`src/rtl/noc_out_port_arbiter.sv`:
```
// Router output-port arbiter: round-robin grant over the input queues, pop issue, 2-entry flit buffer.
// Optional per-grant burst cap selected by `NOC_ARB_BURST_LIMIT_EN (uses MAX_BURST).
module noc_out_port_arbiter #(
    parameter int DATA_W    = 16,
    parameter int NUM_PORTS = 5,
    parameter int MAX_BURST = 8
) (
    input  logic                        clk,
    input  logic                        rst,
    input  logic [NUM_PORTS-1:0]        req_i,
    input  logic [NUM_PORTS-1:0]        en_i,
    input  logic [NUM_PORTS*DATA_W-1:0] data_i,
    output logic [NUM_PORTS-1:0]        pop_o,
    output logic [DATA_W-1:0]           data_o,
    output logic                        valid_o,
    input  logic                        ready_i,
    output logic [NUM_PORTS-1:0]        grant_o,
    output logic                        err_o
);
    localparam int IW = (NUM_PORTS > 1) ? $clog2(NUM_PORTS) : 1;
    localparam int BW = (MAX_BURST > 1) ? $clog2(MAX_BURST + 1) : 1;

    typedef enum logic {
        IDLE  = 1'b0,
        GRANT = 1'b1
    } state_e;

    state_e            state_q, state_d;
    logic [IW-1:0]     ptr_q, ptr_d;
    logic [IW-1:0]     owner_q, owner_d;
    logic [BW-1:0]     burst_q, burst_d;
    logic [IW-1:0]     src_q, src_d;
    logic              inflight_q, inflight_d;
    logic              armed_q;
    logic              err_q, err_d;
    logic [DATA_W-1:0] buf_q [2];
    logic              wr_ptr_q, rd_ptr_q;
    logic [1:0]        cnt_q, cnt_d;

    logic [IW:0]          pick;
    logic [2:0]           load;
    logic                 credit;
    logic                 drain;
    logic                 pop_any;
    logic                 ret;
    logic                 spurious;
    logic                 burst_end;
    logic [NUM_PORTS-1:0] exp_en;

    // Returns {found, index} of the first request at or after ptr, wrapping.
    function automatic logic [IW:0] rr_pick(
        input logic [NUM_PORTS-1:0] req,
        input logic [IW-1:0]        ptr
    );
        logic [IW:0]   res;
        logic [IW-1:0] j;
        int            idx;
        res = '0;
        for (int i = NUM_PORTS - 1; i >= 0; i--) begin
            idx = (int'(ptr) + i) % NUM_PORTS;
            j   = IW'(idx);
            if (req[j]) res = {1'b1, j};
        end
        return res;
    endfunction

    assign pick    = rr_pick(req_i, ptr_q);
    assign valid_o = (cnt_q != 2'd0);
    assign data_o  = buf_q[rd_ptr_q];
    assign err_o   = err_q;
    assign drain   = valid_o & ready_i;
    assign load    = 3'(cnt_q) + 3'(inflight_q);
    assign credit  = (load - 3'(drain)) < 3'd2;
    assign pop_any = (state_q == GRANT) & req_i[owner_q] & credit;

    // Returns are matched to the recorded source, not the current owner.
    assign exp_en   = inflight_q ? (NUM_PORTS'(1) << src_q) : '0;
    assign ret      = armed_q & inflight_q & en_i[src_q];
    assign spurious = armed_q & (|(en_i & ~exp_en));

`ifdef NOC_ARB_BURST_LIMIT_EN
    assign burst_end = pop_any & (burst_q == BW'(MAX_BURST - 1));
`else
    assign burst_end = 1'b0;
`endif

    always_ff @(posedge clk or posedge rst) begin
        if (rst) begin
            state_q <= IDLE;
            ptr_q   <= '0;
            owner_q <= '0;
            burst_q <= '0;
        end else begin
            state_q <= state_d;
            ptr_q   <= ptr_d;
            owner_q <= owner_d;
            burst_q <= burst_d;
        end
    end

    always_comb begin
        state_d = state_q;
        ptr_d   = ptr_q;
        owner_d = owner_q;
        burst_d = burst_q;
        unique case (state_q)
            IDLE: begin
                if (pick[IW]) begin
                    owner_d = pick[IW-1:0];
                    ptr_d   = (pick[IW-1:0] == IW'(NUM_PORTS - 1)) ?
                              '0 : pick[IW-1:0] + 1'b1;
                    burst_d = '0;
                    state_d = GRANT;
                end
            end
            GRANT: begin
                if (pop_any) burst_d = burst_q + 1'b1;
                if (!req_i[owner_q] || burst_end) state_d = IDLE;
            end
            default: state_d = IDLE;
        endcase
    end

    always_comb begin
        pop_o   = '0;
        grant_o = '0;
        if (state_q == GRANT) begin
            grant_o[owner_q] = 1'b1;
            pop_o[owner_q]   = pop_any;
        end
    end

    assign inflight_d = pop_any | (inflight_q & ~ret);
    assign src_d      = pop_any ? owner_q : src_q;
    assign err_d      = err_q | spurious;
    assign cnt_d      = cnt_q + 2'(ret) - 2'(drain);

    // armed_q stays low for the first cycle after reset so a stale return is dropped.
    always_ff @(posedge clk or posedge rst) begin
        if (rst) begin
            inflight_q <= 1'b0;
            src_q      <= '0;
            armed_q    <= 1'b0;
            err_q      <= 1'b0;
            buf_q[0]   <= '0;
            buf_q[1]   <= '0;
            wr_ptr_q   <= 1'b0;
            rd_ptr_q   <= 1'b0;
            cnt_q      <= '0;
        end else begin
            inflight_q <= inflight_d;
            src_q      <= src_d;
            armed_q    <= 1'b1;
            err_q      <= err_d;
            cnt_q      <= cnt_d;
            if (ret) begin
                buf_q[wr_ptr_q] <= data_i[src_q*DATA_W +: DATA_W];
                wr_ptr_q        <= ~wr_ptr_q;
            end
            if (drain) rd_ptr_q <= ~rd_ptr_q;
        end
    end

endmodule

```
`config.mk`:
```
export PLATFORM = sky130hd
export DESIGN_NAME = noc_out_port_arbiter
export DESIGN_NICKNAME = d
export VERILOG_FILES = /design/src/rtl/noc_out_port_arbiter.sv
export SDC_FILE = /design/constraint.sdc
export NUM_CORES = 1
export LEC_CHECK = 0
export ABC_CLOCK_PERIOD_IN_PS = 8800
export CAP_MARGIN = 20
export CORE_MARGIN = 10
export CORE_UTILIZATION = 34
export DETAILED_ROUTE_END_ITERATION = 8
export PLACE_DENSITY_LB_ADDON = 0.25
export RECOVER_POWER = 25
export SLEW_MARGIN = 5
export SYNTH_ARGS = -nofsm -noshare
export SYNTH_HDL_FRONTEND = slang
export SYNTH_SLANG_ARGS = --single-unit
```
`constraint.sdc`:
```
create_clock -name clk -period 8.8 [get_ports clk]
set_input_delay 0.88 -clock clk [delete_from_list [all_inputs] [get_ports clk]]
set_output_delay 0.88 -clock clk [all_outputs]
set_load 0.05 [all_outputs]
```
Word level (Yosys, flattened, before mapping):

Index checks and enable logic that the tools add are counted.

* input port bits: 93
* register bits after elaboration: 49
* latch bits: 0
* memory bits (read-only): 0
* output and inout bits: 28
* word-level logic and storage cells: 98
* RAM bits: 0
* memories: 0

* muxes and demuxes: 34
* shift operators: 2
* $mul: 0
* div/mod/pow operators: 5
* add/subtract/negate cells: 9
* equal/unequal tests: 1
* reductions and logical operators: 5
* magnitude comparators: 12
* bitwise operators: 18

Operators by type and width (count)
* 32-bit by 4-bit modulo with 32-bit output, second input constant: 4
* 80-bit by 8-bit variable part select with 16-bit output: 1
* 16-bit 2-to-1 mux: 4
* 32-bit bitwise mux: 1
* 4-bit by 4-bit modulo with 32-bit output, second input constant: 1
* 3-bit by 4-bit less-than comparator with 1-bit output, second input constant: 7
* 1-bit binary-select mux with 3-bit select: 7
* 4-bit 2-to-1 mux: 5
* 16-bit demux with 1-bit select: 1
* 5-bit 2-to-1 mux: 3
* 5-bit AND: 2
* 1-bit 2-to-1 mux: 10
* 3-bit by 2-bit adder with 4-bit output, second input constant: 2
* 1-bit AND: 7
* 5-bit inverter: 1
* 5-bit OR reduction: 1
* 1-bit by 3-bit left shift with 5-bit output, first input constant: 1
* 3-bit by 1-bit adder with 4-bit output, second input constant: 1
* 3-bit by 3-bit adder with 4-bit output, second input constant: 1
* 2-bit >= comparator, second input constant: 2
* 1-bit inverter: 4
* 1-bit inverter with 2-bit output: 2
* 2-bit by 1-bit adder with 3-bit output: 1
* 3-bit by 1-bit adder with 3-bit output, second input constant: 1
* other kinds (14): 16

Longest topological paths before layout:

* depth after elaboration: 11
* gate-level depth with buffers: 23
* mapped depth without buffers: 20

Worst setup path after synthesis:

Ideal clock, no wire load.

* path type: reg2out
* start: register cnt_q[1]
* end: output pop_o[4]
* required time: 7.920 ns
* data arrival time: 3.805 ns
* path buffers: 0
* stages on the path, launching flop included: 9
* setup slack: 4.115 ns
* cells stage by stage: dfrtp_1 or2_2 and2_1 ha_1 nand2b_1 fa_1 xnor2_1 nand3_1 nor4_1

* cells in the longest elaborated chain, start to end: 7
* elaborated cells between the ends (all ways): 8
* classes of those cells: add/sub (2); order compare (1); mux (1); bitwise (3); reduce/logical (1)

Ends and longest elaborated chain
* from (decl): line 38 `logic [1:0] cnt_q, cnt_d;`
* from (signal assigned): line 155 `cnt_q <= cnt_d;`
* 2-bit nonzero test: line 68 `assign valid_o = (cnt_q != 2'd0);`
* named net valid_o: line 15 `output logic valid_o,`
* 1-bit AND: line 71 `assign drain = valid_o & ready_i;`
* named net drain: line 43 `logic drain;`
* 3-bit by 1-bit subtractor with 3-bit output: line 73 `assign credit = (load - 3'(drain)) < 3'd2;`
* 3-bit by 2-bit less-than comparator with 1-bit output: line 73
* 1-bit AND: line 74 `assign pop_any = (state_q == GRANT) & req_i[owner_q] & credit;`
* 5-bit AND (no line)
* 5-bit 2-to-1 mux: line 127 `if (state_q == GRANT) begin`
* to (decl): line 13 `output logic [NUM_PORTS-1:0] pop_o,`

The timed path passes the listed nets, and every way through them passes these cells.

Final worst setup path:

* start: register ptr_q[0]
* end: register ptr_q[1]

* cells in the longest elaborated chain, start to end: 11
* elaborated cells between the ends (all ways): 28
* classes of those cells: add/sub (5); div (5); eq/ne (1); mux (16); reduce/logical (1)

Ends and longest elaborated chain
* from (decl): line 29 `logic [IW-1:0] ptr_q, ptr_d;`
* from (signal assigned): line 95 `ptr_q <= ptr_d;`
* 3-bit by 3-bit adder with 4-bit output: line 60 `idx = (int'(ptr) + i) % NUM_PORTS;`
* 32-bit by 4-bit modulo with 32-bit output: line 60
* 1-bit binary-select mux with 3-bit select: line 62 `if (req[j]) res = {1'b1, j};`
* 1-bit 2-to-1 mux (implied by the code): line 62
* 4-bit 2-to-1 mux (4 in a row): line 62
* 4-bit 2-to-1 mux *: line 62
* 3-bit by 1-bit adder with 3-bit output or 3-bit == test (tied branches): line 111, 110
* 3-bit 2-to-1 mux: line 110 `ptr_d = (pick[IW-1:0] == IW'(NUM_PORTS - 1)) ?`

Every way passes the cells marked *; elsewhere a longest branch is shown, timed or not. The select of a mux whose other input is x is not followed.
A chain may end at the register's enable or synchronous reset.

==> reports/metrics.cfg <==
[place]
gp_congestion = 0.9238
portBuffers = 120
hpwl_mm = 11.48
place_area_sq_um = 5963

[setup_path]
path_cells = buf_4, inv_1, ha_1, inv_1, ha_1, o21ai_0, nor2_1, a21oi_1, ha_1, and2b_1, nand2b_1, a41oi_1, o221ai_1, o31ai_1, a21o_1, and3_1, o2111ai_1, nand2_1, ha_1, nand2_1, o21ai_0
worstPathRequired_ns = 8.95
cp_common_cell = ha_1
rr_endpoint = ptr_q[1]
reg2regPathDepth = 21
critPathKind = reg -> reg
r2r-start = ptr_q[0]
path_max_fanout = 35
path_buf_inv = 3
crit_path_max_incr_delay_ns = 0.49
reg2reg_setup_slack_ns = 3.69
critPathArrivalTime_ns = 5.26
start_kind = flip-flop
worst_path_max_delay_cell = inv_1
crit_path_end_kind = flip-flop
critPathTopFamily = compound AO/OA/AOI/OAI gates

[cts]
path_clk_slew_ns = 0.07
cts_resized = 0
hold_buffers = 0
cts_inserted_buffers = 5
root_buffer = clkbuf_16
clkLatencyLatePin_ns = 0.29
cts_buffer_depth = 2
post_cts.repair.setup_buffers = 0
cts_tree = built
h-tree-depth = 2
cts_sinks = 49

[run_status]
outcome = finished, violations left
violations = max-capacitance violations, max-slew violations

[route]
postRouteAntennaNets = 0
m1WireLength_mm = 6.232
drt_iter0_drc = 259
top_layer = met4
wl_per_cell_um = 18.53
wl_met3_um = 893
drt_wl_total_mm = 14.64
avgViaCountPerCell = 5.394
post-route-drc-count = 0
dr.pass1.iters = 4
vias = 4261
wl_met2_mm = 7.346

[logic_synthesis]
muxShareOfSynthArea_pct = 24.52
yosysWarnings = 0
avgSynthCellArea_sq_um = 9.095
netlist_top_cells_count = 64 x nand2_1, 51 x mux2_2, 49 x dfrtp_1
synthCells = 510
synth_async_sr_flop_share_pct = 100.0
yosys.area.top_type = dfrtp_1
synth_compound_area_share_pct = 16.27
ys_top_cells_by_area = dfrtp_1 26%, mux2_2 12%, mux4_2 9.2%
synth_cell_types = 73
synthXorXnorAreaFrac_pct = 2.266
syn_nets = 629
synth.yosys.seq_area_share_pct = 26.44
yosysMostFrequentCell = nand2_1
synthSimpleGateAreaFrac_pct = 18.75
syn_area_sq_um = 4638
ys_seq_elements = 49
synth_top_family_by_area = multiplexers
synth_top_area_share_pct = 26.44
synthFlopType = dfrtp_1
synth_adder_area_share_pct = 7.176
synth_edf_count = 0

[die]
die_y_um = 136.8
initial_utilization_pct = 34.89
chipWidth_um = 136.8
rows = 42
die_area_sq_um = 18710
placeableCoreArea_sq_um = 13300
io_pins = 121

[flow_run]
drv_cap = 1

[timing]
min_period_ns = 5.109
rsz0062_at_grt = false
setup_viol = 0
worst_slew_pin_slew_ns = 2.198
clock_skew_ns = 0.008768
period_share_pct = 58.05
slew_violations = 42
clock.fmax_ghz = 0.1957
hold_violations = 0
tns_ns = 0
slew_headroom_pct = -46.51

[power_and_ir_drop]
p_sw_share_pct = 51.92
internal_power_uw = 1281
power_frac_clock_pct = 6.9
leakage_uw = 0.002588
switchingPower_uw = 1383
p_comb_share_pct = 76.1
p_seq_share_pct = 17.0
p_per_area_nw_per_um2 = 436.2
irDropWorstVdd_v = 0.0001500

[finish]
nFillCells = 1245
antenna_cells = 0
area_delta_synth_final_pct = 31.67
drive_gt1_share_pct = 16.29
stdcell_area_sq_um = 6107
fin_util_pct = 45.93
nets = 732

[global_route]
grt_usage_pct = 15.04
first_global_vias = 4234
grt-ovfl-total = 0
grt_max_degree = 50
antenna_found_initial = 0
grt_pass1_wl_mm = 22.85

[hold_path]
hp-class = reg -> reg
hp-start = armed_q
min_path_cells = 1
hold_end = err_o

[power by group through the flow]
stage	Combinational (uW)	Clock, uW	Sequential (uW)
final	2030	185	452
after global routing	2220	200	469
after CTS	2030	194	452
after detailed placement	2020	0	457
after global placement	1980	0	449
after floorplan	1590	0	384
[flip-flops by register name (all words and copies together), names as in the netlist]
signal and cells:
armed_q 1, inflight_q 1, state_q 1, owner_q 3, err_o 1, src_q 3, buf_q 32, wr_ptr_q 1
ptr_q 3, rd_ptr_q 1, cnt_q 2
[routing by layer]
metal	vias up	track usage (%)
li1	2074	-
met1	2063	18.53
met2	114	26.60
met3	10	2.383
met4	0	3.923
met5	-	0
[through the flow]
step	power [uW]	setup WS, ns	hold WS, ns	std cells
final	2664	3.691	0.4814	790
after global routing	2888	3.250	0.5101	790
after CTS	2674	3.721	0.4810	789
after detailed placement	2475	3.742	0.4657	781
after global placement	2434	3.817	0.4665	781
after floorplan	1978	4.115	0.4496	510
[layout make-up]
type	count	area, sq um	area share [%]
Timing Repair Buffer	124	1227	20.10
Tap cell	176	220.2	3.606
Multi-Input combinational cell	409	3203	52.45
Sequential cell	49	1226	20.08
Clock inverter	1	7.507	0.1229
Inverter	24	90.09	1.475
Clock buffer	7	132.6	2.172
[cells by family after synthesis]
family | count (synthesis)
and+or+nand+nor | 186
AOI/OAI and AO/OA | 102
muxes | 82
buffers and inverters | 52
DFF | 49
adders and majority gates | 26
xor gates and xnor gates | 12
other | 1
[worst max path at each step]
stage          startpoint       end  depth (start not counted)
2_1_floorplan    cnt_q[1]  pop_o[4]                          8
3_3_place_gp     ptr_q[0]  ptr_q[1]                         18
3_5_place_dp     ptr_q[0]  ptr_q[1]                         21
4_1_cts          ptr_q[0]  ptr_q[1]                         21
5_1_grt          ptr_q[0]  ptr_q[1]                         21
6_report         ptr_q[0]  ptr_q[1]                         21
[placed cells by master, fill, tap and decap left out, types with 5 or more instances in the layout]
cell type	instances
clkdlybuf4s50_1	119
nand2_1	64
mux2_2	51
dfrtp_1	49
nor2_1	41
nand3_1	29
ha_1	25
a21oi_1	24
mux4_2	19
inv_1	19
o21ai_0	16
nor3_1	13
xnor2_1	9
mux2i_1	9
nor2b_1	9
a21o_1	7
nand2b_1	5
and3_1	5
clkbuf_16	5
[worst register-to-register path, stage by stage (launching register included)]
cell and delay, ns:
dfrtp_1 0.36, buf_4 0.25, inv_1 0.51, ha_1 0.34, inv_1 0.06, ha_1 0.42
o21ai_0 0.21, nor2_1 0.05, a21oi_1 0.23, ha_1 0.32, and2b_1 0.22, nand2b_1 0.20
a41oi_1 0.14, o221ai_1 0.23, o31ai_1 0.13, a21o_1 0.28, and3_1 0.18, o2111ai_1 0.32
nand2_1 0.10, ha_1 0.28, nand2_1 0.05, o21ai_0 0.08
No activity file was read; power rests on OpenSTA's default activity.
==> edit 1, RTL diff (config.mk and constraints unchanged) <==
The parameter `DATA_W` goes from 16 to 12.
--- a/src/rtl/noc_out_port_arbiter.sv
+++ b/src/rtl/noc_out_port_arbiter.sv
@@ -1,7 +1,7 @@
 // Router output-port arbiter: round-robin grant over the input queues, pop issue, 2-entry flit buffer.
 // Optional per-grant burst cap selected by `NOC_ARB_BURST_LIMIT_EN (uses MAX_BURST).
 module noc_out_port_arbiter #(
-    parameter int DATA_W    = 16,
+    parameter int DATA_W    = 12,
     parameter int NUM_PORTS = 5,
     parameter int MAX_BURST = 8
 ) (
Interface: changed (resized data_i and data_o); port bits go from 121 to 97. The function was not compared with the original's and may differ.
==> edit 1 against the unedited design <==
- the flow still finishes with violations (capacitance limit, slew limit)
- sequential cell count down 8
- maximum frequency shrank 5.2%
- synthesized cell count down 12%
- non-clock buffer count decreased by 26
- final area down 10%
- setup slack got worse by 280 ps
- area after synthesis is 9.6% lower
- routed wire length shrank 13%
- sequential share of layout area decreased by 1.3 points
- critical endpoint is now ptr_q[2]
- highest routed layer unchanged
Power is left out: the tool's default activity adds up to more than one toggle a clock period on the data nets, which glitch-free logic cannot reach.
==> edit 1: results (changes against the unedited design) <==
| Parameter | Value | Change |
|---|---|---|
| Number of warning messages in the yosys log | 0 | unchanged |
| Top area cells in the synthesized netlist | sky130_fd_sc_hd__dfrtp_1, sky130_fd_sc_hd__mux2_2, sky130_fd_sc_hd__ha_1 | was sky130_fd_sc_hd__dfrtp_1, sky130_fd_sc_hd__mux2_2, sky130_fd_sc_hd__mux4_2 |
| Vias in the first global route | 3802 | was 4234 |
| Clock root buffer | sky130_fd_sc_hd__clkbuf_16 | unchanged |
| TritonCTS buffer count | 5 | unchanged |
| Detailed-route via count | 3751 | was 4261 |
| Pre-CTS setup slack | 3468 ps | was 3742 ps |
| Avg Vias per Cell | 5.321 | was 5.394 |
| Maximum number of pins on one net before global-route repair | 42 | was 50 |
| Transition at the pin with the smallest max-transition slack | 2242 ps | was 2198 ps |
| Share of cells above drive strength 1 | 15.64% | was 16.29% |
| Worst clock skew | 2.140 ps | was 8.768 ps |
| Max-cap violations | 1 | unchanged |
| Half-perimeter wire length of the detailed placement result | 10020 microns | was 11480 microns |
| Syn_nets | 556 | was 629 |
| H-tree lvl count | 2 | unchanged |
| Final #Nets | 641 | was 732 |
| DRC violation total after the first TritonRoute iteration | 152 | was 259 |
| Violations in the final reports | capacitance limit, slew limit | unchanged |
| Run status | complete, but fails checks | unchanged |
| Number of inserted diodes | 0 | unchanged |
| # port buffers | 96 | was 120 |
| Total placed cells including tap cells | 697 | was 781 |
| Number of distinct library cells after synthesis | 80 | was 73 |
| Maximum fanout encountered on the critical timing path | 15 | was 35 |
| Fraction of the yosys area taken by sequential cells | 24.47% | was 26.44% |
| Synth async-reset ratio | 100.0% | unchanged |
| Final estimated routing congestion in global placement | 0.9671 | was 0.9238 |
| Post-Synthesis Cells | 451 | was 510 |
| Crit path arrival time | 5590 ps | was 5260 ps |
| Max-slew violation count | 42 | unchanged |
| Number of flip-flops in the largest register | 24 | was 32 |
| Worst-Skew Late Latency | 280 ps |  |
| Top post-synthesis cells by count | sky130_fd_sc_hd__nand2_1, sky130_fd_sc_hd__dfrtp_1, sky130_fd_sc_hd__mux2_2, sky130_fd_sc_hd__ha_1, sky130_fd_sc_hd__nor2_1 | was sky130_fd_sc_hd__nand2_1, sky130_fd_sc_hd__mux2_2, sky130_fd_sc_hd__dfrtp_1, sky130_fd_sc_hd__nor2_1, sky130_fd_sc_hd__nand3_1 |
| First-pass GRT wire length | 19800 microns | was 22850 microns |
| Maximum root-to-sink buffer count | 2 | unchanged |
| Global Route Usage Sum | 14.39% | was 15.04% |
| Average wire per standard cell | 18.13 microns | was 18.53 microns |
-- edit 1: cell count changes after synthesis, sizes merged, moves of 6 or more --
cell    before  now
nor2        41   25
mux2        54   39
clkbuf      14    8
nand2b       5   13
and2         1    7
dfrtp       49   41
nand2       64   51
nand3       29   19
-- edit 1: critical path, stage by stage (launching register included) --
cell	delay, ps
sky130_fd_sc_hd__dfrtp_1	840
sky130_fd_sc_hd__inv_1	210
sky130_fd_sc_hd__ha_1	470
sky130_fd_sc_hd__nor3_1	450
sky130_fd_sc_hd__nor2_1	100
sky130_fd_sc_hd__xnor2_1	170
sky130_fd_sc_hd__ha_1	230
sky130_fd_sc_hd__fa_1	500
sky130_fd_sc_hd__nor2b_1	180
sky130_fd_sc_hd__a2111o_1	420
sky130_fd_sc_hd__o311a_1	140
sky130_fd_sc_hd__a31oi_1	270
sky130_fd_sc_hd__and4bb_1	290
sky130_fd_sc_hd__o211ai_1	90
sky130_fd_sc_hd__and2_0	150
sky130_fd_sc_hd__o31a_1	210
sky130_fd_sc_hd__inv_1	70
sky130_fd_sc_hd__ha_1	220
sky130_fd_sc_hd__nor2_1	80
sky130_fd_sc_hd__o21ai_0	80
sky130_fd_sc_hd__a31oi_1	140
-- edit 1: layout make-up --
| type | instances | area, sq um |
|---|---|---|
| inverter | 25 | 93.84 |
| clock buffer | 5 | 125.1 |
| clock inverter | 3 | 68.82 |
| multi-input combinational | 365 | 2974 |
| tap | 168 | 210.2 |
| timing repair buffer | 98 | 972.2 |
| sequential | 41 | 1026 |
| fill | 1142 | 6591 |
-- edit 1: worst paths after layout --
path,cells after the start,to,slack [ps],start
max in group asynchronous,3,owner_q[2],5640,rst
worst min-delay path,1,err_o,450,err_o
min in group asynchronous,3,buf_q[19],1880,rst
worst min register to register,1,err_o,450,err_o
worst max register to register,20,ptr_q[2],3410,ptr_q[2]
worst max-delay path,20,ptr_q[2],3410,ptr_q[2]
-- edit 1: cells by family (layout without fill, tap and decap cells) --
kind of cell,Yosys count,count (layout),synth area share [%]
and+or+nand+nor,159,159,19.49
AOI/OAI and AO/OA,99,99,17.79
muxes,63,63,20.47
adders and majority gates,32,32,9.908
other,1,1,0.08944
DFF,41,41,24.47
buffers and inverters,45,131,4.596
xor gates and xnor gates,11,11,3.193
-- edit 1: stage by stage --
| step | area [sq um] | util [%] |
|---|---|---|
| 2_1_floorplan | 4193 | - |
| 3_3_place_gp | 5280 | 43.78 |
| 3_5_place_dp | 5280 | 43.78 |
| 4_1_cts | 5474 | 45.38 |
| 5_1_grt | 5470 | 45.35 |
| 6_report | 5470 | 45.35 |
-- edit 1: routing by layer --
layer	part of all wire [%]	GRT usage [%]	vias to the layer above
met4	1.2	3.597	0
met5	0	0	-
met2	52	25.62	77
met1	41	17.20	1836
met3	6.1	3.057	12
li1	-	-	1826
==> edit 2, RTL diff (config.mk and constraints unchanged) <==
Made on the original files. Make the reset (`rst`) synchronous in 2 clocked blocks.
--- a/src/rtl/noc_out_port_arbiter.sv
+++ b/src/rtl/noc_out_port_arbiter.sv
@@ -84,7 +84,7 @@
     assign burst_end = 1'b0;
 `endif
 
-    always_ff @(posedge clk or posedge rst) begin
+    always_ff @(posedge clk) begin
         if (rst) begin
             state_q <= IDLE;
             ptr_q   <= '0;
@@ -136,7 +136,7 @@
     assign cnt_d      = cnt_q + 2'(ret) - 2'(drain);
 
     // armed_q stays low for the first cycle after reset so a stale return is dropped.
-    always_ff @(posedge clk or posedge rst) begin
+    always_ff @(posedge clk) begin
         if (rst) begin
             inflight_q <= 1'b0;
             src_q      <= '0;
Function: differs if rst is asserted again (counterexample within 4 cycles, from zero or initial values and one cycle with rst high); with rst held inactive, the same outputs for 4 cycles.
==> edit 2 against the unedited design <==
- sequential cell count is 1 higher
- final area is 1.4% lower
- power is 33% lower
- die area is 2.0% lower
- setup slack better by 8.1 ps
- area after synthesis is 2.3% lower
- largest power group unchanged
- routed wire length is 4.2% higher
- sequential share of layout area is 1.9 points higher
- combinational power is 40% lower
- critical path depth is 4 lower
- hold slack worse by 4.0 ps
==> edit 2: results (changes against the unedited design) <==
| Parameter | Value | Change |
|---|---|---|
| Kind of cell adding the most delay to the critical path | adder cells | was compound AO/OA/AOI/OAI gates |
| Final WL | 15260 microns | was 14640 microns |
| Share of cell area taken by multi-input logic gates | 49.91% | was 52.45% |
| Wire length on met2 | 7743 microns | was 7346 microns |
| Non-clock buffer count | 125 | was 124 |
| Fraction of the yosys area taken by sequential cells | 29.16% | was 26.44% |
| Filler Cell Count | 1281 | was 1245 |
| DRC violation total after the first TritonRoute iteration | 321 | was 259 |
| Met2 global-route usage | 27.97% | was 26.60% |
| Highest-delay cell along the critical path | sky130_fd_sc_hd__ha_1 | was sky130_fd_sc_hd__inv_1 |
| Half-perimeter wire length of the detailed placement result | 11660 microns | was 11480 microns |
| Leak Pwr | 2.296 nW | was 2.588 nW |
| GR Util met3 | 2.226% | was 2.383% |
| Run status | completed | was complete, but fails checks |
| Avg Vias per Cell | 5.588 | was 5.394 |
| Transition at the pin with the smallest max-transition slack | 1141 ps | was 2198 ps |
| Area share of buffers outside the clock network | 20.52% | was 20.10% |
| Vias in the first global route | 4350 | was 4234 |
| Pre-CTS setup slack | 3747 ps | was 3742 ps |
| Met1 WL | 6640 microns | was 6232 microns |
| First-pass GRT wire length | 23850 microns | was 22850 microns |
| Top area cells in the synthesized netlist | sky130_fd_sc_hd__edfxtp_1, sky130_fd_sc_hd__mux4_2, sky130_fd_sc_hd__dfxtp_1 | was sky130_fd_sc_hd__dfrtp_1, sky130_fd_sc_hd__mux2_2, sky130_fd_sc_hd__mux4_2 |
| Wire length on met3 | 728 microns | was 893 microns |
| Post-placement cell area | 5852 sq um | was 5963 sq um |
| Summed area of non-filler cells in the final layout | 6020 sq um | was 6107 sq um |
| Area occupied by registers | 1321 sq um | was 1226 sq um |
| Number of inserted diodes | 1 | was 0 |
| Global Route Usage Sum | 15.91% | was 15.04% |
| Clock-cell share | 2.806% | was 2.295% |
| Maximum number of pins on one net before global-route repair | 41 | was 50 |
| Synth async-reset ratio | 0% | was 100.0% |
| Seq Cell Count | 50 | was 49 |
| Number of distinct library cells after synthesis | 75 | was 73 |
| Crit path arrival time | 5250 ps | was 5260 ps |
| Post-Synthesis Mean Instance Area | 8.974 sq um | was 9.095 sq um |
| Syn_nets | 621 | was 629 |
==> edit 2: path summary, 6_finish.rpt <==
check            from  endpoint  slack (ps)  cells after the start
max          ptr_q[1]  ptr_q[1]        3700                     17
min             err_o     err_o         480                      2
max reg2reg  ptr_q[1]  ptr_q[1]        3700                     17
min reg2reg     err_o     err_o         480                      2
==> edit 2: cell families (layout without fill, tap and decap cells) <==
| group | count (synthesis) | count (layout) | synth area share (%) |
|---|---|---|---|
| compound gates | 123 | 123 | 18.77 |
| xor+xnor | 9 | 9 | 1.905 |
| fa+ha+maj | 24 | 24 | 6.737 |
| buf+inv | 53 | 151 | 4.555 |
| flops | 50 | 50 | 29.16 |
| mux | 53 | 53 | 16.92 |
| other cells | 0 | 1 | 0 |
| simple gates | 193 | 193 | 21.95 |
==> edit 2: power breakdown <==
group          switching (W)  internal (W)
registers          0.0000532      0.000286
logic               0.000713      0.000505
clock network      0.0000860      0.000135
